<file path="config.mk">
export PLATFORM = sky130hd
export DESIGN_NAME = uart_rx_frame
export DESIGN_NICKNAME = d
export VERILOG_FILES = /design/src/rtl/uart_rx_frame.sv
export SDC_FILE = /design/constraint.sdc
export NUM_CORES = 1
export LEC_CHECK = 0
export CAP_MARGIN = 20
export CORE_MARGIN = 10
export CORE_UTILIZATION = 56
export DETAILED_ROUTE_END_ITERATION = 10
export HOLD_SLACK_MARGIN = 0.03
export PLACE_DENSITY = 0.79
export SETUP_SLACK_MARGIN = 0.5
export SLEW_MARGIN = 0
export SYNTH_ARGS = -nofsm -noshare
export SYNTH_HDL_FRONTEND = slang
export SYNTH_SLANG_ARGS = --single-unit
</file>
<file path="constraint.sdc">
create_clock -name clk -period 2.8 [get_ports clk]
set_clock_uncertainty 0.1 [all_clocks]
set_input_delay 0.56 -clock clk [delete_from_list [all_inputs] [get_ports clk]]
set_output_delay 0.56 -clock clk [all_outputs]
set_load 0.01 [all_outputs]
</file>
<file path="src/rtl/uart_rx_frame.sv">
// uart_rx_frame: oversampled UART receiver.
// Frame format: start(0), 8 data bits LSB first, optional parity bit, stop(1).
// Each bit is resolved by a 2-of-3 majority around its midpoint. Each frame
// produces exactly one one-cycle result pulse (valid, parity error and/or stop error).
module uart_rx_frame #(
  parameter int unsigned OVERSAMPLE = 8
) (
  input  logic       clk,
  input  logic       rst,
  input  logic       RX_IN,
  input  logic       PAR_EN,
  input  logic       PAR_TYP,
  output logic [7:0] P_DATA,
  output logic       Data_Valid,
  output logic       Parity_Error,
  output logic       Stop_Error,
  output logic       busy
);

  localparam int unsigned EW = $clog2(OVERSAMPLE);
  localparam logic [EW-1:0] CNT_LAST = EW'(OVERSAMPLE - 1);
  localparam logic [EW-1:0] CNT_S0   = EW'(OVERSAMPLE / 2 - 1);
  localparam logic [EW-1:0] CNT_S1   = EW'(OVERSAMPLE / 2);
  localparam logic [EW-1:0] CNT_S2   = EW'(OVERSAMPLE / 2 + 1);

  typedef enum logic [2:0] {
    IDLE,
    START,
    DATA,
    PARITY,
    STOP
  } state_e;

  state_e        state_q, state_d;
  logic [1:0]    sync_q, sync_d;
  logic [EW-1:0] edge_q, edge_d;
  logic [2:0]    bit_q, bit_d;
  logic [7:0]    data_q, data_d;
  logic [1:0]    samp_q, samp_d;
  logic          par_en_q, par_en_d;
  logic          par_typ_q, par_typ_d;
  logic          par_bit_q, par_bit_d;
  logic [7:0]    pdata_q, pdata_d;
  logic          dv_q, dv_d;
  logic          pe_q, pe_d;
  logic          se_q, se_d;

  logic rx_s;
  logic maj;
  logic stop_decide;
  logic par_exp;
  logic par_bad;
  logic stop_bad;

  assign rx_s = sync_q[1];
  // The third sample is the live synchronized line at count H+1.
  assign maj  = (samp_q[0] & samp_q[1]) | (samp_q[0] & rx_s) | (samp_q[1] & rx_s);
  assign stop_decide = (state_q == STOP) && (edge_q == CNT_S2);

  // State register: all flops, asynchronous active-high reset
  always_ff @(posedge clk or posedge rst) begin
    if (rst) begin
      state_q   <= IDLE;
      sync_q    <= '1;
      edge_q    <= '0;
      bit_q     <= '0;
      data_q    <= '0;
      samp_q    <= '1;
      par_en_q  <= 1'b0;
      par_typ_q <= 1'b0;
      par_bit_q <= 1'b0;
      pdata_q   <= '0;
      dv_q      <= 1'b0;
      pe_q      <= 1'b0;
      se_q      <= 1'b0;
    end else begin
      state_q   <= state_d;
      sync_q    <= sync_d;
      edge_q    <= edge_d;
      bit_q     <= bit_d;
      data_q    <= data_d;
      samp_q    <= samp_d;
      par_en_q  <= par_en_d;
      par_typ_q <= par_typ_d;
      par_bit_q <= par_bit_d;
      pdata_q   <= pdata_d;
      dv_q      <= dv_d;
      pe_q      <= pe_d;
      se_q      <= se_d;
    end
  end

  // Next-state logic: synchronizer, counters, sampling and bit assembly
  always_comb begin
    state_d   = state_q;
    sync_d    = {sync_q[0], RX_IN};
    edge_d    = edge_q;
    bit_d     = bit_q;
    data_d    = data_q;
    samp_d    = samp_q;
    par_en_d  = par_en_q;
    par_typ_d = par_typ_q;
    par_bit_d = par_bit_q;

    if (state_q != IDLE) begin
      edge_d = (edge_q == CNT_LAST) ? '0 : edge_q + EW'(1);
      if (edge_q == CNT_S0) samp_d[0] = rx_s;
      if (edge_q == CNT_S1) samp_d[1] = rx_s;
    end

    case (state_q)
      IDLE: begin
        edge_d = '0;
        bit_d  = '0;
        if (!rx_s) begin
          state_d   = START;
          par_en_d  = PAR_EN;
          par_typ_d = PAR_TYP;
        end
      end
      START: begin
        if ((edge_q == CNT_S2) && maj) begin
          state_d = IDLE;
          edge_d  = '0;
        end else if (edge_q == CNT_LAST) begin
          state_d = DATA;
        end
      end
      DATA: begin
        if (edge_q == CNT_S2) data_d[bit_q] = maj;
        if (edge_q == CNT_LAST) begin
          if (bit_q == 3'd7) begin
            bit_d   = '0;
            state_d = par_en_q ? PARITY : STOP;
          end else begin
            bit_d = bit_q + 3'd1;
          end
        end
      end
      PARITY: begin
        if (edge_q == CNT_S2) par_bit_d = maj;
        if (edge_q == CNT_LAST) state_d = STOP;
      end
      STOP: begin
        // Leave at the stop midpoint so a start bit right after it is caught.
        if (edge_q == CNT_S2) begin
          state_d = IDLE;
          edge_d  = '0;
        end
      end
      default: state_d = IDLE;
    endcase
  end

  // Output logic: frame verdict registered one cycle after the stop decision
  always_comb begin
    par_exp  = (^data_q) ^ par_typ_q;
    par_bad  = par_en_q && (par_bit_q != par_exp);
    stop_bad = !maj;
    dv_d     = 1'b0;
    pe_d     = 1'b0;
    se_d     = 1'b0;
    pdata_d  = pdata_q;
    if (stop_decide) begin
      if (!par_bad && !stop_bad) begin
        dv_d    = 1'b1;
        pdata_d = data_q;
      end else begin
        pe_d = par_bad;
        se_d = stop_bad;
      end
    end
    busy = (state_q != IDLE);
  end

  assign P_DATA       = pdata_q;
  assign Data_Valid   = dv_q;
  assign Parity_Error = pe_q;
  assign Stop_Error   = se_q;

endmodule

</file>
==> run summary <==
Worst Hold Class: flip-flop to flip-flop
CP required: 2.14 ns
Critical path type: flip-flop to output pin
Final Instance Area: 0.00199 mm2
Inserted Diodes: 0
Max Freq: 456 MHz
Status: finished, final reports clean
Routed WL per cell: 15.0 um
Die area: 0.00567 mm2
Final WL: 3080 um
Main synth FF type: dfrtp_1
Async SR Flop Fraction: 100%
Std-Cell Rows: 20
Period minus WS final: 2.19 ns
Slowest library cell on the worst path: dfrtp_2
Routed Antenna Nets: 0
Post-synth EDFFs: 0
Unrepaired setup endpoints after global routing: no
Post-synthesis cell area: 0.00171 mm2
Syn_nets: 165
Area grow syn2layout: 16.4%
Warnings from Yosys: 0
Vias in the first global route: 1200
Drt drc: 0
CTS buffer count: 5
CTS Hold Bufs: 0
Mapped Cells: 153
Leading area contributor after synthesis: dfrtp_1
Setup Viol. Count Final: 0
PwrDens: 774 mW/mm2
Avg Inst Size Synth: 11.2 um2
Library cells used by synthesis: 29
Slew @ Worst Pin: 0.428 ns
Via count: 1148
Layout Utilization: 66.9%
MaxCap Viol Count: 0
Reg clk slew, reported paths: 0.12 ns
Die height: 75.3 um
Clock buffer depth: 2
Sequential fraction of the synthesis area: 51.5%
Core box area: 0.00298 mm2
Initial antenna violation count: 0
VDD IR max: 0.431 mV
Area of placed instances: 0.00189 mm2
Register bit total from synthesis: 35
GRT Resource Usage Total: 12.3%
Crit path max fanout: 10
Layout Nets: 184
Top post-synthesis cells by count: dfrtp_1, mux2_2, nand2_1, nor2_1, o21ai_0
CTS tree: done
Vias per cell: 5.57
Gp weighted congestion: 0.799
Max incr delay on CP: 0.49 ns
Crit-path cells: nor3_4 -> inv_1 -> dlygate4sd2_1
Initial Utilization: 57.5%
TNS Setup: 0 ns
Final hold vios: 0
Count leader, synth: dfrtp_1
Relative max-transition margin: 71.5%
Static leakage: 0.903 nW
CP arrival: 1.53 ns
H-tree lvl count: 2
Synth top area cells: dfrtp_1, mux2_2, dfstp_2
R2R depth: 4
I/O Buffers: 16
Die Width: 75.3 um
GR Overflow Total: 0
Initial DRT Pass Iterations: 4
DP HPWL: 2220 um
Slew Limit Fails: 0
Layout cells sized above 1: 23.7%
Skew-Pair Late Insertion Delay: 0.35 ns
First-pass GRT wire length: 5350 um
Area share of the largest cell type after synthesis: 45.3%
Total clock sinks: 35
I/O pin total: 17
CP endpoint kind: output pin
Drt first-iter violations: 62
Tcrit/Tclk final: 78.3%
R2r setup slk: 0.62 ns
CP startpoint kind: flip-flop
Largest net degree at the start of global routing: 36
Hold Crit Depth: 0
CTS Root Cell: clkbuf_4
[critical path: cells and delay by family, from the launching register on]
family	cells	cell delay [ns]
AND/OR/NAND/NOR	1	0.24
flip-flops	1	0.49
buffers and inverters	2	0.45
[final timing paths]
check	end	startpoint
setup / recovery	busy	state_q[2]
hold / removal	sync_q[1]	sync_q[0]
setup reg to reg	P_DATA[2]	sync_q[1]
hold reg to reg	sync_q[1]	sync_q[0]
max in group asynchronous	samp_q[1]	rst
min in group asynchronous	par_en_q	rst
[metal layers]
metal	vias to the layer above	global-route usage [%]	wire, um
li1	558	-	-
met1	548	13.9	1320
met2	35	20.5	1480
met3	7	4.22	234
met4	0	5.57	46
met5	-	0	0
[power by group]
group	total, W	internal [W]	switching, W
Clock	0.000366	0.000188	0.000179
Sequential	0.000715	0.000603	0.000112
Combinational	0.000461	0.000224	0.000237
Total	0.00154	0.00101	0.000528
[stage by stage]
stage               instances  hold WS [ns]  total power, W  setup WS (ns)
floorplan                 153         0.245         0.00107          0.834
global placement          197         0.248         0.00114          0.529
detailed placement        197         0.249         0.00117          0.493
CTS                       205         0.267         0.00155          0.557
global route              206         0.273         0.00165          0.514
finish                    206         0.265         0.00154          0.607
[cell type report]
cell class | count | area, um2
tap | 33 | 41.3
clock inverter | 3 | 43.8
sequential | 35 | 885
fill | 225 | 986
clock buffer | 5 | 37.5
multi-input combinational | 105 | 785
inverter | 7 | 26.3
timing repair buffer | 18 | 174
[layout by cell type, fill, tap and decap left out, types with 5 or more instances in the layout]
cell,count
nor3_1,5
clkbuf_4,5
nor2_1,13
dfrtp_1,28
nand2_1,13
o21ai_0,9
mux2_2,21
clkdlybuf4s50_1,15
nand3_1,6
inv_1,7
ha_1,7
[what timing repair did]
action	in CTS	in global routing
gates cloned	0	0
gates resized for setup	5	1
endpoints found under the setup margin	1	1
buffers inserted	0	1
pin swaps	0	1
[registers in the layout, summed over array words and instances, names as in the netlist]
name and cells:
edge_q 3, P_DATA 8, par_typ_q 1, Data_Valid 1, par_bit_q 1, bit_q 3, state_q 3, par_en_q 1
samp_q 2, Stop_Error 1, Parity_Error 1, sync_q 2, data_q 8
[kinds of logic after synthesis]
kind of cell / after synthesis / synth area share [%]
mux: 21 / 13.8
simple gates: 50 / 13.8
fa+ha+maj: 8 / 5.70
compound gates: 18 / 6.51
buf+inv: 13 / 3.36
xor+xnor: 8 / 5.34
flops: 35 / 51.5
Power figures use the tool's default switching activity.
